File: src/rtl/card_deck_dealer_pkg.sv
// card_pkg: deck constants, card index decode and dealer FSM states
package card_pkg;
    localparam int DECK_SIZE = 52;
    localparam int NUM_RANKS = 13;
    typedef logic [5:0] card_idx_t;
    typedef logic [3:0] rank_t;
    localparam rank_t RANK_A = 4'd1;
    localparam rank_t RANK_J = 4'd11;
    localparam rank_t RANK_Q = 4'd12;
    localparam rank_t RANK_K = 4'd13;
    typedef enum logic [1:0] {IDLE, PICK, SWAP} state_t;
    function automatic rank_t idx_to_rank(card_idx_t c);
        return rank_t'(c % card_idx_t'(NUM_RANKS)) + RANK_A;
    endfunction
    function automatic logic [1:0] idx_to_suit(card_idx_t c);
        return 2'(c / card_idx_t'(NUM_RANKS));
    endfunction
endpackage

File: src/rtl/card_deck_dealer_if.sv
// card_deck_dealer_if: shuffle/deal handshake between the dealer and the game controller
interface card_deck_dealer_if;
    logic        shuffle_start;
    logic [15:0] entropy_in;
    logic        deal_req;
    logic        deal_valid;
    logic [3:0]  card_rank;
    logic [1:0]  card_suit;
    logic        deal_err;
    logic [5:0]  cards_left;
    logic        busy;
    logic        empty;
    modport master (
        output shuffle_start, entropy_in, deal_req,
        input  deal_valid, card_rank, card_suit, deal_err, cards_left, busy, empty
    );
    modport slave (
        input  shuffle_start, entropy_in, deal_req,
        output deal_valid, card_rank, card_suit, deal_err, cards_left, busy, empty
    );
endinterface

File: src/rtl/card_lfsr16.sv
// card_lfsr16: free-running 16-bit Fibonacci LFSR (taps 16,14,13,11);
// a load of zero would lock the register, so SEED is substituted.
module card_lfsr16 #(
    parameter logic [15:0] SEED = 16'hACE1
) (
    input  logic        clk,
    input  logic        rst,
    input  logic        load,
    input  logic [15:0] load_val,
    output logic [15:0] q
);
    logic [15:0] q_q, q_d;
    always_comb begin
        q_d = load ? ((load_val != '0) ? load_val : SEED)
                   : {q_q[14:0], q_q[15] ^ q_q[13] ^ q_q[12] ^ q_q[10]};
    end
    always_ff @(posedge clk) begin
        q_q <= rst ? SEED : q_d;
    end
    assign q = q_q;
endmodule

File: src/rtl/card_deck_dealer.sv
// card_deck_dealer: 52-card deck with in-place Fisher-Yates shuffle and
// one-card-per-request dealing without replacement.
module card_deck_dealer
    import card_pkg::*;
#(
    parameter logic [15:0] SEED      = 16'hACE1,
    parameter int          DECK_SIZE = card_pkg::DECK_SIZE
) (
    input logic clk,
    input logic rst,
    card_deck_dealer_if.slave bus
);
    localparam card_idx_t FULL = card_idx_t'(DECK_SIZE);
    state_t      state_q, state_d;
    card_idx_t   ptr_q, ptr_d, i_q, i_d, j_q, j_d;
    card_idx_t   deck_q [DECK_SIZE];
    logic        valid_q, valid_d, err_q, err_d;
    rank_t       rank_q, rank_d;
    logic [1:0]  suit_q, suit_d;
    logic        load, swap;
    logic [15:0] rnd;
    card_lfsr16 #(.SEED(SEED)) u_lfsr (
        .clk(clk), .rst(rst), .load(load), .load_val(rnd ^ bus.entropy_in), .q(rnd)
    );
    always_comb begin
        state_d = state_q;
        ptr_d   = ptr_q;
        i_d     = i_q;
        j_d     = j_q;
        valid_d = 1'b0;
        err_d   = 1'b0;
        rank_d  = rank_q;
        suit_d  = suit_q;
        load    = 1'b0;
        swap    = 1'b0;
        case (state_q)
            IDLE: begin
                if (bus.shuffle_start) begin
                    load    = 1'b1;
                    i_d     = FULL - 6'd1;
                    state_d = PICK;
                end else if (bus.deal_req) begin
                    valid_d = ptr_q < FULL;
                    err_d   = ptr_q >= FULL;
                    rank_d  = (ptr_q < FULL) ? idx_to_rank(deck_q[ptr_q]) : rank_q;
                    suit_d  = (ptr_q < FULL) ? idx_to_suit(deck_q[ptr_q]) : suit_q;
                    ptr_d   = (ptr_q < FULL) ? ptr_q + 6'd1 : ptr_q;
                end
            end
            // rejection sampling: retry until the low LFSR bits land in 0..i
            PICK: begin
                j_d     = (rnd[5:0] <= i_q) ? rnd[5:0] : j_q;
                state_d = (rnd[5:0] <= i_q) ? SWAP : PICK;
            end
            SWAP: begin
                swap    = 1'b1;
                i_d     = i_q - 6'd1;
                ptr_d   = (i_q == 6'd1) ? '0 : ptr_q;
                state_d = (i_q == 6'd1) ? IDLE : PICK;
            end
            default: state_d = IDLE;
        endcase
    end
    always_ff @(posedge clk) begin
        if (rst) begin
            state_q <= IDLE;
            ptr_q   <= '0;
            i_q     <= '0;
            j_q     <= '0;
            valid_q <= 1'b0;
            err_q   <= 1'b0;
            rank_q  <= '0;
            suit_q  <= '0;
        end else begin
            state_q <= state_d;
            ptr_q   <= ptr_d;
            i_q     <= i_d;
            j_q     <= j_d;
            valid_q <= valid_d;
            err_q   <= err_d;
            rank_q  <= rank_d;
            suit_q  <= suit_d;
        end
    end
    always_ff @(posedge clk) begin
        if (rst) begin
            for (int k = 0; k < DECK_SIZE; k++) deck_q[k] <= card_idx_t'(k);
        end else if (swap) begin
            deck_q[i_q] <= deck_q[j_q];
            deck_q[j_q] <= deck_q[i_q];
        end
    end
    assign bus.deal_valid = valid_q;
    assign bus.deal_err   = err_q;
    assign bus.card_rank  = rank_q;
    assign bus.card_suit  = suit_q;
    assign bus.cards_left = FULL - ptr_q;
    assign bus.empty      = ptr_q == FULL;
    assign bus.busy       = state_q != IDLE;
endmodule

File: src/flat_wrapper.sv
// flat-port wrapper written by rule: the top's interface ports become plain ports
module card_deck_dealer_flat import card_pkg::*;
#(
    parameter logic [15:0] SEED      = 16'hACE1,
    parameter int          DECK_SIZE = card_pkg::DECK_SIZE
)
  (clk, rst, bus_shuffle_start, bus_entropy_in, bus_deal_req, bus_deal_valid, bus_card_rank, bus_card_suit, bus_deal_err, bus_cards_left, bus_busy, bus_empty);
  card_deck_dealer_if bus_i ();
  input logic clk;
  input logic rst;
  input wire logic [$bits(bus_i.shuffle_start)-1:0] bus_shuffle_start;
  input wire logic [$bits(bus_i.entropy_in)-1:0] bus_entropy_in;
  input wire logic [$bits(bus_i.deal_req)-1:0] bus_deal_req;
  output wire logic [$bits(bus_i.deal_valid)-1:0] bus_deal_valid;
  output wire logic [$bits(bus_i.card_rank)-1:0] bus_card_rank;
  output wire logic [$bits(bus_i.card_suit)-1:0] bus_card_suit;
  output wire logic [$bits(bus_i.deal_err)-1:0] bus_deal_err;
  output wire logic [$bits(bus_i.cards_left)-1:0] bus_cards_left;
  output wire logic [$bits(bus_i.busy)-1:0] bus_busy;
  output wire logic [$bits(bus_i.empty)-1:0] bus_empty;
  assign bus_i.shuffle_start = bus_shuffle_start;
  assign bus_i.entropy_in = bus_entropy_in;
  assign bus_i.deal_req = bus_deal_req;
  assign bus_deal_valid = bus_i.deal_valid;
  assign bus_card_rank = bus_i.card_rank;
  assign bus_card_suit = bus_i.card_suit;
  assign bus_deal_err = bus_i.deal_err;
  assign bus_cards_left = bus_i.cards_left;
  assign bus_busy = bus_i.busy;
  assign bus_empty = bus_i.empty;
  card_deck_dealer #(.SEED(SEED), .DECK_SIZE(DECK_SIZE)) u_core (.clk(clk), .rst(rst), .bus(bus_i));
endmodule
File: config.mk
export PLATFORM = sky130hd
export DESIGN_NAME = card_deck_dealer_flat
export DESIGN_NICKNAME = d
export VERILOG_FILES = /design/src/rtl/card_deck_dealer_pkg.sv /design/src/rtl/card_deck_dealer_if.sv /design/src/rtl/card_lfsr16.sv /design/src/rtl/card_deck_dealer.sv /design/src/flat_wrapper.sv
export SDC_FILE = /design/constraint.sdc
export NUM_CORES = 1
export LEC_CHECK = 0
export CAP_MARGIN = 20
export CELL_PAD_IN_SITES_DETAIL_PLACEMENT = 1
export CELL_PAD_IN_SITES_GLOBAL_PLACEMENT = 2
export CORE_MARGIN = 2
export CORE_UTILIZATION = 30
export CTS_BUF_LIST = sky130_fd_sc_hd__clkbuf_8
export CTS_CLUSTER_SIZE = 30
export DETAILED_ROUTE_END_ITERATION = 10
export GPL_TIMING_DRIVEN = 0
export PLACE_DENSITY_LB_ADDON = 0.2
export SETUP_SLACK_MARGIN = 0.05
export SLEW_MARGIN = 20
export SYNTH_ARGS = -nofsm -noshare
export SYNTH_HDL_FRONTEND = slang
export SYNTH_SLANG_ARGS = --single-unit
export TNS_END_PERCENT = 100
File: constraint.sdc
create_clock -name clk -period 5.5 [get_ports clk]
set_input_delay 1.1 -clock clk [delete_from_list [all_inputs] [get_ports clk]]
set_output_delay 1.1 -clock clk [all_outputs]
set_load 0.02 [all_outputs]
==> results.toml <==
[floorplanning]
die_area_sq_mm = 0.09965
rows = 114
dieHeight_microns = 315.7
core_sq_mm = 0.09642
die_w_microns = 315.7
start_util = 0.3022
io-pin-count = 36

[route]
drtPass1Iterations = 5
drc = 0
vias_per_cell = 6.800
drt_wl_total_microns = 166000
drt_iter0_markers = 3991
detail_route.wl_per_cell_microns = 43.79
ant_nets = 0
via_count = 25790

[outcome]
violations = "negative setup slack"
status = "finished, violations left"

[critical_path]
crit_chain = "clkbuf_1, clkbuf_2, clkbuf_1, mux4_2, mux4_2, mux2i_1, nand2_1, o21ai_2, clkbuf_1, a22oi_1"
critPathBufInv = 4
path_class = "flop to flop"
cp_max_fo = 10
cp-end-kind = "flop"
worst_ep_required_time_ns = 5.94
crit_top_cell = "clkbuf_1"
slowest_delay_ns = 0.95
crit_family = "buffers and inverters"
critPathSlowestCell = "clkbuf_1"
start_kind = "flop"
cp.arrival_ns = 6.01

[synthesis]
async_flop_share = 0
synth_top_cell_area_share = 0.3957
synth_top_cells_by_area = "edfxtp_1 40%, mux4_2 26%, dfxtp_1 4.3%, mux2i_1 4.2%, o22ai_1 3.9%"
ys_ff_latch = 446
syn_inst = 2233
syn_area_sq_mm = 0.02914
synth_edf_count = 384
synth.net_count = 2270
synth-seq-area-share = 0.4383
ys_types = 86
synth_warnings = 0
syn_avg_cell_area_sq_um = 13.05
synth_flop_cell = "edfxtp_1"
yosys.area.top_type = "edfxtp_1"

[job]
drv_cap = 0

[clock_network]
clockRootBuffer = "clkbuf_8"
clock_path_buffers = 3
cts_tree = "yes"
numCtsBuffers = 87
clkSinkCount = 446
clk_latency_ns = 0.78
path_clk_slew_ns = 0.07
htree_levels = 3

[placed_design]
place_congestion = 1.040
placedCellCount = 3564
portBuffers = 35
dp_hpwl_microns = 123700

[sta]
period_share = 1.013
drv_slew = 0
skew_ns = 0.08017
slew_headroom = 0.1674
setup_viol = 14
setup_ws_ns = -0.07193
max_slew.worst_pin.slew_ns = 1.249
hold_viol = 0
fin_crit_ns = 5.572
fin_setup_tns_ns = -0.3117
fmax_ghz = 0.1795
grt_setup_unrepaired = "yes"

[grt]
overflow = 0
grt_pass1_wl_microns = 219000
antenna_found_initial = 12
grt_use_total = 0.3284
grt_max_degree = 20
grt_pass1_vias = 24860

[min_path]
hold_class = "flop to flop"

[power]
vdd_ir_drop_max_v = 0.0001710
powerDensity_mw_per_mm2 = 306.8
p_leak_uw = 0.01021

[final_layout]
multi_input_area_sq_mm = 0.01570
regArea_sq_mm = 0.01277
fillerInstances = 10250
nNetsFinal = 2470
instances_no_fill = 3792
area_growth_pct = 18.26
drive_gt1_frac = 0.2893
[kinds of logic after synthesis]
family	after synthesis	share of synthesized area
adders and majority gates	17	0.007299
muxes	475	0.3087
and+or+nand+nor	562	0.09029
DFF	446	0.4383
xor gates and xnor gates	29	0.008974
buffers and inverters	245	0.03628
AOI/OAI and AO/OA	459	0.1101
[routing by layer]
| layer | vias up | global-route usage | wire [microns] |
|---|---|---|---|
| met2 | 2114 | 0.4648 | 69420 |
| met5 | - | 0 | 53 |
| met4 | 8 | 0.2079 | 11910 |
| met1 | 13450 | 0.4270 | 62550 |
| li1 | 9687 | - | - |
| met3 | 527 | 0.1155 | 22100 |
[cells in the mapped netlist (4+ instances only)]
cell      instances
a211oi_1          9
a21boi_0          4
a21o_1            4
a21oi_1          25
a221oi_1          5
a22oi_1         148
a31oi_1           7
and2_1            7
and3_1            4
buf_1            23
buf_2            10
buf_4            10
buf_6             9
clkbuf_1        164
dfxtp_1          62
edfxtp_1        384
ha_1             17
inv_1            24
mux2_2           16
mux2i_1         123
mux4_1            5
mux4_2          331
nand2_1         166
nand2b_1         14
nand3_1          25
nand4_1           5
nor2_1          180
nor2b_1          12
nor3_1           55
nor3b_1           6
nor4_1            6
o21ai_0          12
o21ai_1          13
o22ai_1         183
o32ai_1           5
or2_2             5
or3_1            56
xnor2_1           9
xor2_1           19
[report_power, final]
part	internal, uW	total (uW)	switching [uW]
Clock	1690	3350	1660
Sequential	3790	3900	112
Combinational	1000	3320	2320
Total	6480	10600	4090
[cells in the final DEF, fill, tap and decap left out, types with 61 or more instances in the layout]
| cell type | n |
|---|---|
| nand2_1 | 165 |
| o22ai_1 | 183 |
| a22oi_1 | 139 |
| mux4_2 | 332 |
| dfxtp_1 | 61 |
| nor2_1 | 171 |
| clkbuf_8 | 88 |
| clkbuf_1 | 112 |
| edfxtp_1 | 384 |
| mux2i_1 | 115 |
[flip-flops by register name, indices dropped and copies added (netlist names), named ones only]
name	flops
u_core.bus.deal_err	1
u_core.bus.card_rank	4
u_core.bus.deal_valid	1
u_core.bus.card_suit	2
u_core.deck_q	384
u_core.i_q	6
u_core.j_q	6
u_core.state_q	2
u_core.u_lfsr.q	16
u_core.ptr_q	6
[stage by stage]
step                instance area [sq um]  setup slack (ns)  total power (uW)  hold slack [ns]  utilization
finish                              34460          -0.07193             10570           0.4883       0.3574
global route                        34440           -0.1833             10710           0.5206       0.3572
CTS                                 33880           -0.1498             10360           0.4952       0.3514
detailed placement                  31590            -1.981              6975           0.4829       0.3276
global placement                    31100            -1.931              6913           0.4774       0.3225
floorplan                           29150           0.07419              5460           0.4805            -
[final timing paths]
| kind | depth (start not counted) | slack, ns | start | end |
|---|---|---|---|---|
| hold reg to reg | 2 | 0.49 | u_core.bus.card_rank[0]$_SDFFE_PP0P_ | u_core.bus.card_rank[0]$_SDFFE_PP0P_ |
| hold / removal | 2 | 0.49 | u_core.bus.card_rank[0]$_SDFFE_PP0P_ | u_core.bus.card_rank[0]$_SDFFE_PP0P_ |
| setup / recovery | 10 | -0.07 | flop | u_core.deck_q[31][2]$_DFFE_PP_ |
| setup reg to reg | 10 | -0.07 | flop | u_core.deck_q[31][2]$_DFFE_PP_ |
[tightest hold or removal path, stage by stage, from the launching register on]
cell and delay [ns]:
dfxtp_1 0.32, nand2b_1 0.07, a21oi_1 0.06
[cell type report]
type	instances	area share
multi-input combinational	1542	0.4557
sequential	446	0.3707
tap	1276	0.04633
buffer	215	0.03787
timing repair buffer	114	0.03769
clock buffer	88	0.03515
clock inverter	71	0.01245
inverter	27	0.003268
antenna	13	0.0009440
[what timing repair did]
action	CTS	global route
resized for setup	110	42
pin swaps	15	21
endpoints found under the setup margin	321	78
hold buffers	0	0
gates cloned	1	1
buffers inserted	23	33
Note: power is estimated with default switching activity, not from simulation.
